<file path="src/rtl/cline_arbiter.sv">
// cline_arbiter: N-channel cacheline arbiter in front of a single cacheline adaptor;
// grants one pmem read/write at a time (fixed priority or round-robin) and returns a registered response.
module cline_arbiter #(
    parameter int NUM_CH  = 2,
    parameter int LINE_W  = 256,
    parameter int ADDR_W  = 32,
    parameter int RR_MODE = 0,
    localparam int GW = (NUM_CH > 1) ? $clog2(NUM_CH) : 1
) (
    input  logic                     clk,
    input  logic                     reset_n,
    input  logic [NUM_CH*ADDR_W-1:0] ch_addr,
    input  logic [NUM_CH*LINE_W-1:0] ch_wdata,
    input  logic [NUM_CH-1:0]        ch_read,
    input  logic [NUM_CH-1:0]        ch_write,
    output logic [LINE_W-1:0]        ch_rdata,
    output logic [NUM_CH-1:0]        ch_resp,
    output logic [ADDR_W-1:0]        pmem_address,
    output logic [LINE_W-1:0]        pmem_wdata,
    output logic                     pmem_read,
    output logic                     pmem_write,
    input  logic [LINE_W-1:0]        pmem_rdata,
    input  logic                     pmem_resp,
    output logic [GW-1:0]            grant_id,
    output logic                     busy
);
    typedef enum logic [1:0] {IDLE, BUSY, DONE} state_t;
    state_t state, state_n;
    logic [NUM_CH-1:0] req;
    logic [GW-1:0] sel, base, idx, g_q, last;
    logic [ADDR_W-1:0] addr_q;
    logic [LINE_W-1:0] wdata_q, rdata_q;
    logic wr_q;
    assign req = ch_read | ch_write;
    // Search starts just after base; fixed priority is a rotation anchored at NUM_CH-1.
    always_comb begin
        base = (RR_MODE != 0) ? last : GW'(NUM_CH - 1);
        sel = '0;
        idx = '0;
        for (int k = NUM_CH; k >= 1; k--) begin
            idx = GW'((int'(base) + k) % NUM_CH);
            if (req[idx]) sel = idx;
        end
    end
    always_ff @(posedge clk or negedge reset_n) begin
        if (!reset_n) state <= IDLE;
        else state <= state_n;
    end
    always_comb begin
        state_n = state;
        state_n = (state == IDLE) ? ((|req) ? BUSY : IDLE) :
                  (state == BUSY) ? (pmem_resp ? DONE : BUSY) : IDLE;
    end
    always_ff @(posedge clk or negedge reset_n) begin
        if (!reset_n) begin
            g_q     <= '0;
            last    <= GW'(NUM_CH - 1);
            addr_q  <= '0;
            wdata_q <= '0;
            wr_q    <= 1'b0;
            rdata_q <= '0;
        end else begin
            if (state == IDLE && (|req)) begin
                g_q     <= sel;
                last    <= sel;
                addr_q  <= ch_addr[int'(sel)*ADDR_W +: ADDR_W];
                wdata_q <= ch_wdata[int'(sel)*LINE_W +: LINE_W];
                wr_q    <= ch_write[sel];
            end
            if (state == BUSY && pmem_resp && !wr_q) rdata_q <= pmem_rdata;
        end
    end
    assign busy         = state != IDLE;
    assign pmem_read    = (state == BUSY) && !wr_q;
    assign pmem_write   = (state == BUSY) && wr_q;
    assign pmem_address = addr_q;
    assign pmem_wdata   = wdata_q;
    assign ch_rdata     = rdata_q;
    assign ch_resp      = (state == DONE) ? (NUM_CH'(1) << g_q) : '0;
    assign grant_id     = busy ? g_q : '0;
endmodule
</file>
<file path="config.mk">
export PLATFORM = sky130hd
export DESIGN_NAME = cline_arbiter
export DESIGN_NICKNAME = d
export VERILOG_FILES = /design/src/rtl/cline_arbiter.sv
export SDC_FILE = /design/constraint.sdc
export NUM_CORES = 1
export LEC_CHECK = 0
export BUFFER_PORTS_ARGS = -buffer_cell sky130_fd_sc_hd__buf_2
export CORE_AREA = 2 2 548 550
export CTS_BUF_LIST = sky130_fd_sc_hd__clkbuf_8
export CTS_CLUSTER_DIAMETER = 50
export DETAILED_ROUTE_END_ITERATION = 12
export DIE_AREA = 0 0 550 552
export PLACE_DENSITY = 0.3
export SYNTH_ARGS = -nofsm -noshare
export SYNTH_HDL_FRONTEND = slang
export SYNTH_SLANG_ARGS = --single-unit
</file>
<file path="constraint.sdc">
create_clock -name clk -period 2.2 [get_ports clk]
set_input_delay 0.44 -clock clk [delete_from_list [all_inputs] [get_ports clk]]
set_output_delay 0.44 -clock clk [all_outputs]
set_load 0.03 [all_outputs]
</file>
==> impl_results.md <==
- RSZ-0062 raised after global routing: true
- Top sig layer: met5
- Layout cells sized above 1: 56.7%
- Post-Synthesis Cells: 1558
- Worst slack at placement: 0.0933 ns
- First-pass GRT wire length: 247000 um
- Via count: 24.2k
- Die height: 552 um
- Fin util: 15.7%
- Number of warnings issued by yosys: 0
- Outcome: complete, but fails checks
- Critical Path Start Type: flop
- Worst path arrival time: 1.92 ns
- Mean area per synthesized cell: 14.6 um^2
- Final hold vios: 0
- Final WS setup: -0.160 ns
- Drt total wl: 190000 um
- # setup viols final: 6
- First drt pass iteration count: 5
- CORE AREA: 298000 um^2
- # DRC: 0
- GRT Overall Usage: 12.0%
- Routed Antenna Nets: 0
- Die width: 550 um
- Multi-input gate area: 8100 um^2
- Final net count: 4716
- VDD IR-drop max: 538 uV
- Overflow left after global routing: 0
- Initial core utilization: 7.60%
- DR iter-0 viols: 1296
- Register Area: 13700 um^2
- Slew headroom: 44.2%
- Largest net degree at the start of global routing: 100
- Worst endpoint required time: 1.76 ns
- Number of synthesized register bits: 548
- FP Rows: 201
- Hold_ws: 0.227 ns
- Violated checks: negative setup slack
- Avg WL per Cell: 23.9 um
- Metal2 WL: 83300 um
- Top-level I/O count: 1389
- CTS tree: yes
- Worst-Skew Late Latency: 0.96 ns
- Slew Limit Fails: 0
- Fin Clk Skew: 0.0610 ns
- Syn_nets: 2397
- DR WL met3: 27400 um
- Area Growth Syn to Fin: 107%
- Initial antenna violation count: 62
- Tmin final: 2.36 ns
- PwrDens: 1470 nW/um^2
- Tcrit/Tclk final: 107%
- DRT met1 WL: 70600 um
- Reg2reg path depth: 9
- Clock slew at reported path FFs: 0.06 ns
- Static Leak: 20.1 nW
- H-tree levels: 3
- Filler Cell Count: 33.7k
- Root Driver: clkbuf_8
- Max Clk Rate: 0.424 GHz
- DIE AREA: 304000 um^2
- Post-Syn Area: 22700 um^2
- CTS Buffer Depth: 4
- DP Wirelength: 158000 um
- Tightest Pin Transition: 0.834 ns
- Yosys cell types: 22
- Part of the Yosys area used for sequential elements: 60.5%
- TritonCTS Buffers: 125
- Number of global-route vias before repair: 26.8k
- Placer Congestion: 0.872
- PortBufs: 1388
- Max cap viols: 0
- CP Max Fanout: 3
- Endpoint type of the worst setup path: output pin
- Clock sinks: 548
- Critical path type: flop to output pin
- Vias per cell: 3.03
- Min-delay worst type: primary input to async pin
timing repair:
action	CTS	global route
cloned	2	0
hold buffers	837	0
resized for setup	234	0
buffers inserted	8	0
pin swaps	2	1
setup endpoints to repair	164	8
endpoints found under the hold margin	1085	0
metal layers:
metal  vias to the layer above  GRT usage [%]
li1                      10800              -
met1                     11800           12.8
met2                      1297           18.9
met3                       289           7.54
met4                        18           4.85
met5                         -              0
through the flow:
stage,instances,setup TNS [ns],instance area (um^2),power [mW]
after CTS,7929,-2.06,46900,70.8
after floorplan,1558,0,22700,37.2
final,7962,-0.657,46900,69.0
after global placement,6862,0,35200,54.6
after detailed placement,6862,0,35200,54.6
after global routing,7951,-1.73,46900,73.2
report_power, final:
group / switching [mW] / internal [mW]
logic: 24.4 / 13.6
clock network: 5.49 / 6.75
registers: 3.51 / 15.2
total: 33.4 / 35.5
cells by family after synthesis:
kind of cell	count (synthesis)	share of synthesized area, %
flip-flops	548	60.5
AND/OR/NAND/NOR	300	8.27
AO/OA/AOI/OAI	292	14.4
multiplexers	257	12.8
buffers and inverters	161	4.08
area by class of cell:
cell class,instances,share of cell area [%]
Timing Repair Buffer,2348,37.3
Sequential cell,548,29.3
Multi-Input combinational cell,849,17.3
Tap cell,3958,10.6
Clock buffer,144,4.22
Clock inverter,77,1.16
Antenna cell,33,0.176
Inverter,5,0.0560
cell usage in the layout, fill, tap and decap left out, types with 33 or more instances in the layout:
cell,instances
or3_1,288
mux2_2,256
o221a_2,288
dfrtp_1,529
clkbuf_8,144
dlygate4sd3_1,837
diode_2,33
buf_2,1228
buf_12,53
inv_1,56
buf_4,194
path summary, 6_finish.rpt:
kind | startpoint | slack, ns | to
hold reg to reg | ch_rdata[206]$_DFFE_PN0P_ | 0.50 | ch_rdata[206]$_DFFE_PN0P_
max in group asynchronous | reset_n | 0.65 | ch_rdata[77]$_DFFE_PN0P_
setup / recovery | state[1]$_DFF_PN0_ | -0.16 | busy
setup reg to reg | state[1]$_DFF_PN0_ | 0.10 | pmem_wdata[165]$_DFFE_PN0P_
min in group clk | pmem_rdata[192] | 0.26 | ch_rdata[192]$_DFFE_PN0P_
hold / removal | reset_n | 0.23 | ch_rdata[188]$_DFFE_PN0P_
Yosys cell counts, drive strengths merged:
cell    count  share of area, %
dfrtp     548                60
o221a     288                14
or3       288               7.9
mux2      256                13
buf        89               2.8
clkbuf     67               1.2
nor2        7              0.13
inv         5             0.083
a21oi       2             0.061
nor3b       2             0.066
mux2i       1             0.044
nand2b      1             0.028
nand3b      1             0.033
nor3        1             0.072
o21ai       1             0.022
o21bai      1             0.033
registers in the layout, indices dropped and copies added (netlist names):
| register | count |
|---|---|
| wr_q | 1 |
| pmem_wdata | 256 |
| pmem_address | 32 |
| g_q | 1 |
| state | 2 |
| ch_rdata | 256 |
worst max-delay path, stage by stage, from the launching register on:
cell and delay (ns):
dfrtp_2 0.44, nor2_4 0.15, buf_12 0.12, inv_8 0.03
buf_16 0.13, buf_8 0.14
Power figures use the tool's default switching activity.
